--- src/rtl/tv_fx_pkg.sv ---
// Shared constants for the tv_fx scanline sequencer: effect modes, FSM states and
// the configuration that is active after reset.
package tv_fx_pkg;

    localparam logic [1:0] MODE_PASS      = 2'b00;
    localparam logic [1:0] MODE_DIM       = 2'b01;
    localparam logic [1:0] MODE_DELAY     = 2'b10;
    localparam logic [1:0] MODE_DELAY_DIM = 2'b11;

    typedef enum logic [1:0] {
        StIdle   = 2'b00,
        StVblank = 2'b01,
        StActive = 2'b10
    } state_e;

    localparam int unsigned DEF_PERIOD    = 1;
    localparam int unsigned DEF_ON        = 0;
    localparam logic [1:0]  DEF_MODE      = MODE_PASS;
    localparam logic        DEF_ANIM_EN   = 1'b0;
    localparam int unsigned DEF_ANIM_RATE = 0;

endpackage

--- src/rtl/sync_edge_det.sv ---
// Two-stage input register with a registered rising-edge pulse; the pulse lands
// one cycle after the second stage so downstream state moves two edges after sampling.
module sync_edge_det (
    input  logic clk,
    input  logic rst,
    input  logic d,
    output logic q,
    output logic rise
);

    logic qq;

    always_ff @(posedge clk) begin
        if (rst) begin
            q    <= 1'b0;
            qq   <= 1'b0;
            rise <= 1'b0;
        end else begin
            q    <= d;
            qq   <= q;
            rise <= q & ~qq;
        end
    end

endmodule

--- src/rtl/tv_fx_sequencer.sv ---
// Line/frame scheduler: turns hs/vs into a per-line effect enable and mode, with
// shadowed configuration that only switches at frame start.
module tv_fx_sequencer
    import tv_fx_pkg::*;
#(
    parameter int unsigned LINE_W = 11,
    parameter int unsigned ANIM_W = 8
) (
    input  logic              pixclk,
    input  logic              rst,
    input  logic              hs,
    input  logic              vs,
    input  logic              cfg_we,
    input  logic [LINE_W-1:0] cfg_period,
    input  logic [LINE_W-1:0] cfg_on,
    input  logic [1:0]        cfg_mode,
    input  logic              cfg_anim_en,
    input  logic [ANIM_W-1:0] cfg_anim_rate,
    output logic              cfg_ack,
    output logic              fx_en,
    output logic [1:0]        fx_mode,
    output logic [LINE_W-1:0] line_cnt,
    output logic              frame_tick
);

    typedef struct packed {
        logic [LINE_W-1:0] period;
        logic [LINE_W-1:0] on;
        logic [1:0]        mode;
        logic              anim_en;
        logic [ANIM_W-1:0] anim_rate;
    } cfg_t;

    localparam cfg_t CFG_RST = '{
        period:    LINE_W'(DEF_PERIOD),
        on:        LINE_W'(DEF_ON),
        mode:      DEF_MODE,
        anim_en:   DEF_ANIM_EN,
        anim_rate: ANIM_W'(DEF_ANIM_RATE)
    };

    logic unused_hs_q;
    logic hs_rise, vs_q, vs_rise;

    state_e            state_q, state_d;
    cfg_t              cfg_in, pend_q, pend_d, act_q, act_d;
    logic              pend_v_q, pend_v_d;
    logic [LINE_W-1:0] phase_q, phase_d, phase_inc, period_eff;
    logic [ANIM_W-1:0] anim_cnt_q, anim_cnt_d;
    logic [1:0]        anim_ofs_q, anim_ofs_d;
    logic              fx_en_q, fx_en_d, cfg_ack_q, cfg_ack_d, frame_tick_q, frame_tick_d;
    logic [1:0]        fx_mode_q, fx_mode_d;
    logic [LINE_W-1:0] line_cnt_q, line_cnt_d;

    sync_edge_det u_hs_det (
        .clk  (pixclk),
        .rst  (rst),
        .d    (hs),
        .q    (unused_hs_q),
        .rise (hs_rise)
    );

    sync_edge_det u_vs_det (
        .clk  (pixclk),
        .rst  (rst),
        .d    (vs),
        .q    (vs_q),
        .rise (vs_rise)
    );

    assign cfg_in     = {cfg_period, cfg_on, cfg_mode, cfg_anim_en, cfg_anim_rate};
    assign period_eff = (act_q.period == '0) ? LINE_W'(1) : act_q.period;
    assign phase_inc  = phase_q + LINE_W'(1);

    always_comb begin
        state_d      = state_q;
        pend_d       = pend_q;
        pend_v_d     = pend_v_q;
        act_d        = act_q;
        phase_d      = phase_q;
        anim_cnt_d   = anim_cnt_q;
        anim_ofs_d   = anim_ofs_q;
        fx_en_d      = fx_en_q;
        fx_mode_d    = fx_mode_q;
        line_cnt_d   = line_cnt_q;
        cfg_ack_d    = 1'b0;
        frame_tick_d = 1'b0;

        // A write landing on the frame-start cycle bypasses the shadow and wins.
        if (vs_rise) begin
            if (cfg_we) begin
                act_d     = cfg_in;
                cfg_ack_d = 1'b1;
                pend_v_d  = 1'b0;
            end else if (pend_v_q) begin
                act_d     = pend_q;
                cfg_ack_d = 1'b1;
                pend_v_d  = 1'b0;
            end
        end else if (cfg_we) begin
            pend_d   = cfg_in;
            pend_v_d = 1'b1;
        end

        if (vs_rise) begin
            state_d      = StVblank;
            frame_tick_d = 1'b1;
            fx_en_d      = 1'b0;
            line_cnt_d   = '0;
            phase_d      = '0;
            // Mode for this frame uses the offset before this frame's divider step.
            fx_mode_d    = act_d.mode + (act_d.anim_en ? anim_ofs_q : 2'b00);
            if (!act_d.anim_en) begin
                anim_cnt_d = '0;
                anim_ofs_d = 2'b00;
            end else if (anim_cnt_q == act_d.anim_rate) begin
                anim_cnt_d = '0;
                anim_ofs_d = anim_ofs_q + 2'b01;
            end else begin
                anim_cnt_d = anim_cnt_q + ANIM_W'(1);
            end
        end else begin
            unique case (state_q)
                StIdle: state_d = StIdle;
                StVblank: begin
                    fx_en_d    = 1'b0;
                    line_cnt_d = '0;
                    phase_d    = '0;
                    if (!vs_q) state_d = StActive;
                end
                StActive: begin
                    if (hs_rise) begin
                        line_cnt_d = (line_cnt_q == '1) ? line_cnt_q : line_cnt_q + LINE_W'(1);
                        fx_en_d    = (phase_q < act_q.on);
                        phase_d    = (phase_inc == period_eff) ? '0 : phase_inc;
                    end
                end
                default: state_d = StIdle;
            endcase
        end
    end

    always_ff @(posedge pixclk) begin
        if (rst) begin
            state_q      <= StIdle;
            pend_q       <= '0;
            pend_v_q     <= 1'b0;
            act_q        <= CFG_RST;
            phase_q      <= '0;
            anim_cnt_q   <= '0;
            anim_ofs_q   <= 2'b00;
            fx_en_q      <= 1'b0;
            fx_mode_q    <= 2'b00;
            line_cnt_q   <= '0;
            cfg_ack_q    <= 1'b0;
            frame_tick_q <= 1'b0;
        end else begin
            state_q      <= state_d;
            pend_q       <= pend_d;
            pend_v_q     <= pend_v_d;
            act_q        <= act_d;
            phase_q      <= phase_d;
            anim_cnt_q   <= anim_cnt_d;
            anim_ofs_q   <= anim_ofs_d;
            fx_en_q      <= fx_en_d;
            fx_mode_q    <= fx_mode_d;
            line_cnt_q   <= line_cnt_d;
            cfg_ack_q    <= cfg_ack_d;
            frame_tick_q <= frame_tick_d;
        end
    end

    assign cfg_ack    = cfg_ack_q;
    assign fx_en      = fx_en_q;
    assign fx_mode    = fx_mode_q;
    assign line_cnt   = line_cnt_q;
    assign frame_tick = frame_tick_q;

endmodule

--- config.mk ---
export PLATFORM = sky130hd
export DESIGN_NAME = tv_fx_sequencer
export DESIGN_NICKNAME = d
export VERILOG_FILES = /design/src/rtl/tv_fx_pkg.sv /design/src/rtl/sync_edge_det.sv /design/src/rtl/tv_fx_sequencer.sv
export SDC_FILE = /design/constraint.sdc
export NUM_CORES = 1
export LEC_CHECK = 0
export CORE_MARGIN = 3
export CORE_UTILIZATION = 60
export DETAILED_ROUTE_END_ITERATION = 10
export GPL_ROUTABILITY_DRIVEN = 1
export PLACE_DENSITY = 0.93
export SETUP_SLACK_MARGIN = 0.05
export SLEW_MARGIN = 20
export SYNTH_ARGS = -nofsm -noshare
export SYNTH_HDL_FRONTEND = slang
export SYNTH_SLANG_ARGS = --single-unit
--- constraint.sdc ---
create_clock -name pixclk -period 5.65 [get_ports pixclk]
set_input_delay 1.4125 -clock pixclk [delete_from_list [all_inputs] [get_ports pixclk]]
set_output_delay 1.4125 -clock pixclk [all_outputs]
set_load 0.03 [all_outputs]
Yosys cells after proc, flatten, opt, wreduce, memory -nomap -nowiden
Cells that the tools add are included.
- output and inout bits: 16
- bits in registers: 112
- input port bits: 38
- reductions and logical operators: 12
- $add $sub $neg: 5
- $lt $le $gt $ge: 1
- bitwise logic cells: 6
- equal/unequal tests: 11
- multiplexer cells: 23
- operator list (operator ; number):
    $mux W11 ; 6
    $mux W33 ; 2
    $pmux W11 S2 ; 2
    $add A11 B1 Y11 const B ; 2
    $mux W8 ; 2
    $reduce_and A2 Y1 ; 6
    $eq A11 B11 Y1 ; 1
    $eq A11 B11 Y1 const B ; 1
    $logic_not A11 Y1 ; 1
    $lt A11 B11 Y1 ; 1
    $add A8 B1 Y8 const B ; 1
    $eq A8 B8 Y1 ; 1
    $mux W2 ; 4
    $ne A2 B1 Y1 const B ; 3
    $mux W1 ; 5
    $ne A2 B2 Y1 const B ; 2
    $not A1 Y1 ; 4
    $pmux W2 S2 ; 1
    $reduce_bool A2 Y1 ; 2
    $reduce_or A2 Y1 ; 2
    $ne A3 B3 Y1 const B ; 1
    $reduce_and A3 Y1 ; 1
    $add A2 B1 Y2 const B ; 1
    $add A2 B2 Y2 ; 1
    other kinds (4) ; 5

Logic depth before layout (Yosys ltp)
- word-level depth: 6
- depth in mapped cells: 11
- mapped depth without buffers: 9

Modules after synthesis
Synthesis repeated with hierarchy kept, for this count alone.
- cells, all modules: 610
- area, all modules: 5196.2 um^2
- modules (own cells, without submodules) (module ; cells each ; times used ; seq. area each (um^2) ; area each (um^2)):
    tv_fx_sequencer ; 598 ; 1 ; 2122.0 ; 5026.1
    sync_edge_det ; 6 ; 2 ; 60.1 ; 85.1

Worst setup path after synthesis
No wires, ideal clock.
- kind: input -> register
- from: input port cfg_we
- to: register anim_ofs_q[1]
- buffers on the path: 2
- arrival: 3.022 ns
- required time: 5.503 ns
- cell stages on the path: 9
- path slack: 2.481 ns
- cell sequence: buf_4 -> and2_1 -> clkbuf_1 -> a222oi_1 -> xor2_1 -> nand4_1 -> nor2_4 -> mux2i_1 -> o311ai_0
- longest elaborated chain between the ends: 5
- ends and longest elaborated chain (element ; RTL line ; text):
    start, declared ; tv_fx_sequencer.sv:13 ; input logic cfg_we,
    $mux W33 (*) ; tv_fx_sequencer.sv:91 ; if (cfg_we) begin
    $mux W11 (*) ; tv_fx_sequencer.sv:90 ; if (vs_rise) begin
    $eq A8 B8 Y1 ; tv_fx_sequencer.sv:116 ; end else if (anim_cnt_q == act_d.anim_rate) begin
    $ne A2 B1 Y1 (no line) ; - ;
    $reduce_and A2 Y1 (no line) ; - ;
    end signal, assigned ; tv_fx_sequencer.sv:164 ; anim_ofs_q <= anim_ofs_d;
    end, declared ; tv_fx_sequencer.sv:50 ; logic [1:0] anim_ofs_q, anim_ofs_d;
Mark *: on every way between the ends. The rest lies on a longest branch, timed or not.
A chain may end at the register's enable or synchronous reset.

==> results.py <==
metrics = {
    "run_status": {
        "outcome": "completed",
    },
    "synthesis": {
        "synth_cells": 627,
        "syn_area_per_cell_sq_um": 8.47,
        "ys_seq_elements": 112,
        "synth_enable_flop_cells": 0,
        "synth_cell_type_count": 57,
        "synth_nets": 681,
        "netlist_area_sq_um": 5310,
        "postSynth.asyncResetShare_pct": 0,
        "synthFlopType": "sky130_fd_sc_hd__dfxtp_1",
        "synth_sequential_area_ratio_pct": 42.2,
        "synthesis.yosys.warnings": 0,
    },
    "drt": {
        "initialDrtViolationCount": 396,
        "vias": 4796,
        "post-route-drc-count": 0,
        "antenna_violating_nets_left": 0,
        "via_cell_ratio": 6.33,
        "drt-pass1-iter-count": 5,
        "routed_wl_um": 12800,
        "wl_per_cell_um": 16.9,
    },
    "finish": {
        "nNetsFinal": 703,
        "flow.area_growth_from_synthesis_pct": 12.5,
        "n_fill_cell": 641,
        "instances_no_fill": 758,
        "fin_util_pct": 70.9,
        "fraction_of_layout_cells_with_a_size_suffix_above_1_pct": 4.75,
        "insertedDiodeCount": 0,
    },
    "cts": {
        "clock_path_buffers": 2,
        "cts.repair.resized": 0,
        "tritoncts_num_sinks": 112,
        "clk_latency_ns": 0.38,
        "htreeDepth": 3,
        "clk_pin_slew_worst_paths_ns": 0.10,
        "holdBufCountCts": 0,
        "tritoncts_clock_tree": "built",
        "cts_inserted_buffers": 9,
        "cts_root_buf": "sky130_fd_sc_hd__clkbuf_8",
        "post_cts.repair.setup_buffers": 0,
    },
    "placement": {
        "dp_cells": 743,
        "gp_congestion": 0.918,
        "place.port_buffers": 53,
        "detailedPlacementHpwl_um": 8860,
    },
    "timing": {
        "finalSetupTns_ns": 0,
        "report.final.hold_viol_count": 0,
        "final.period_utilization_pct": 74.4,
        "worst_setup_skew_after_layout_ns": 0.00859,
        "tightestPinTransition_ns": 0.931,
        "achievable-frequency_mhz": 238,
        "final_period_minus_worst_setup_slack_ns": 4.20,
        "setup-violations-final": 0,
        "grt_setup_unrepaired": "no",
        "report.final.slew_viol_count": 0,
        "timing.slew.headroom_pct": 37.9,
    },
    "global_route": {
        "initial_antenna_violation_count": 0,
        "grt_pass1_vias": 4566,
        "grt_first_pass_wirelength_um": 21200,
        "grt_start_max_net_pins": 80,
        "globalRouteTotalUtil_pct": 26.0,
        "sum_of_overflow_across_all_layers_after_global_routing": 0,
    },
    "pwr": {
        "vdd.ir_drop.worst_mv": 0.151,
        "pwr_density_cell_nw_per_um2": 243,
        "total_leakage_power_uw": 0.00219,
    },
    "die": {
        "start_util_pct": 63.1,
        "placeableCoreArea_sq_um": 8420,
        "io-pin-count": 54,
        "die-width_um": 100,
        "chipHeight_um": 100,
        "std_cell_rows": 33,
        "die_area_sq_um": 10000,
    },
    "worst_setup_path": {
        "timing.critical_path.max_delay_family": "buffers and inverters",
        "critical_path_cell_sequence": "clkdlybuf4s50_1, inv_1, nand2_1, o22ai_1, a21oi_1, ha_1, xnor2_1, xnor2_1, mux2i_1, nor2_1",
        "path_common_cell": "sky130_fd_sc_hd__xnor2_1",
        "critPathKind": "input pin to flop",
        "worst_path_largest_cell_delay_ns": 0.74,
        "critPathMaxFanout": 31,
        "timing.critical_path.slowest_stage_cell": "sky130_fd_sc_hd__inv_1",
        "cp.arrival_ns": 4.44,
        "startpoint_type": "input pin",
        "endpoint_kind": "flop",
        "worst-path-buf-inv": 2,
        "worstPathRequired_ns": 5.89,
    },
    "min_path": {
        "holdCritPathClass": "flop to flop",
    },
    "flow_run": {
        "max-cap-violations": 0,
    },
}
[cells in the final DEF (no fill, tap or decap), drive strengths merged, types with 7 or more instances in the layout]
cell           Yosys  layout
nor2              52      52
o22ai             15      15
nor3               8       8
clkdlybuf4s50      0      52
and2              13      13
dfxtp            112     112
nand4             11      11
a22o               9       9
a221oi            10      10
xnor2             10      10
a21oi             47      47
o211ai             7       7
ha                16      16
nand2             89      89
inv               18      18
clkbuf            29      13
o21ai             16      16
nor2b             18      18
a211oi            14      14
xor2              20      20
a222oi             8       8
nand3             14      14
nand3b            10      10
[layer usage]
metal / track usage (%) / wire [um] / vias to the layer above / share of wire [%]
li1: - / - / 2270 / -
met1: 31.8 / 5130 / 2247 / 40
met2: 44.4 / 6280 / 242 / 49
met4: 8.39 / 314 / 0 / 2.4
met5: 0 / 0 / - / 0
met3: 7.16 / 1100 / 37 / 8.5
[cells by family after synthesis]
group	synth area share, %
and+or+nand+nor	22.4
AOI/OAI and AO/OA	19.9
DFF	42.2
buffers and inverters	5.18
xor gates and xnor gates	4.95
adders and majority gates	3.77
muxes	1.55
[through the flow]
step	setup slack (ns)	hold slack, ns	cell area (sq um)	power [uW]
floorplan	2.48	0.367	5310	959
global placement	1.34	0.375	5790	1010
detailed placement	1.13	0.389	5790	1020
CTS	1.51	0.402	5980	1460
global route	1.25	0.421	5980	1510
finish	1.45	0.398	5980	1460
[report_power, final]
| group | switching, uW | internal (uW) |
|---|---|---|
| sequential | 17.6 | 814 |
| clock | 256 | 195 |
| combinational | 101 | 70.8 |
[synth_stat cells, drive strengths merged, types with 4 or more instances]
library cell  number  share of area [%]
a211oi            14                2.0
inv               18                1.3
and3               5               0.59
buf               16                1.9
nor3               8               0.85
ha                16                3.8
nand2b             4               0.47
nand4             11                1.3
dfxtp            112                 42
nand3b            10                1.4
xor2              20                3.3
o21ai             16                1.6
nand3             14                1.3
clkbuf            29                2.0
a31oi              6               0.71
o22ai             15                1.8
mux2i              6                1.1
and2              13                1.5
xnor2             10                1.6
nor2              52                3.8
a222oi             8                1.5
nand2             89                6.3
a21oi             47                4.4
a22o               9                1.5
nor4               5               0.59
a221oi            10                1.6
o211ai             7                1.1
nor2b             18                2.3
[final cells by class]
cell class	instances	area, sq um	share of cell area, %
clock buffer	13	169	2.83
multi-input combinational	452	2800	46.9
inverter	18	67.6	1.13
tap	105	131	2.20
clock inverter	2	13.8	0.230
sequential	112	2240	37.5
timing repair buffer	56	548	9.17
[worst paths after layout]
check / from / end / slack, ns / depth (start not counted)
worst max-delay path: cfg_we / fx_mode[1] / 1.45 / 10
worst min-delay path: u_hs_det.qq / u_hs_det.rise / 0.40 / 1
worst max register to register: u_vs_det.rise / anim_ofs_q[1] / 2.53 / 7
worst min register to register: u_hs_det.qq / u_hs_det.rise / 0.40 / 1
[sequential cells by signal, summed over array words and instances, names as in the netlist]
signal	count
pend_q	33
line_cnt	11
cfg_ack	1
act_q	33
pend_v_q	1
fx_mode	2
state_q	2
anim_ofs_q	2
fx_en	1
phase_q	11
u_vs_det.qq	1
u_hs_det.q	1
anim_cnt_q	8
u_vs_det.rise	1
u_hs_det.rise	1
u_vs_det.q	1
frame_tick	1
u_hs_det.qq	1
[worst register-to-register path, cell delays in order, from the launching register on]
cell	delay [ns]
sky130_fd_sc_hd__dfxtp_1	0.82
sky130_fd_sc_hd__o21ai_2	0.47
sky130_fd_sc_hd__a222oi_1	0.61
sky130_fd_sc_hd__xor2_1	0.24
sky130_fd_sc_hd__nand4_1	0.19
sky130_fd_sc_hd__nor2_4	0.30
sky130_fd_sc_hd__mux2i_1	0.22
sky130_fd_sc_hd__o311ai_0	0.15
No activity file was read; power rests on OpenSTA's default activity.
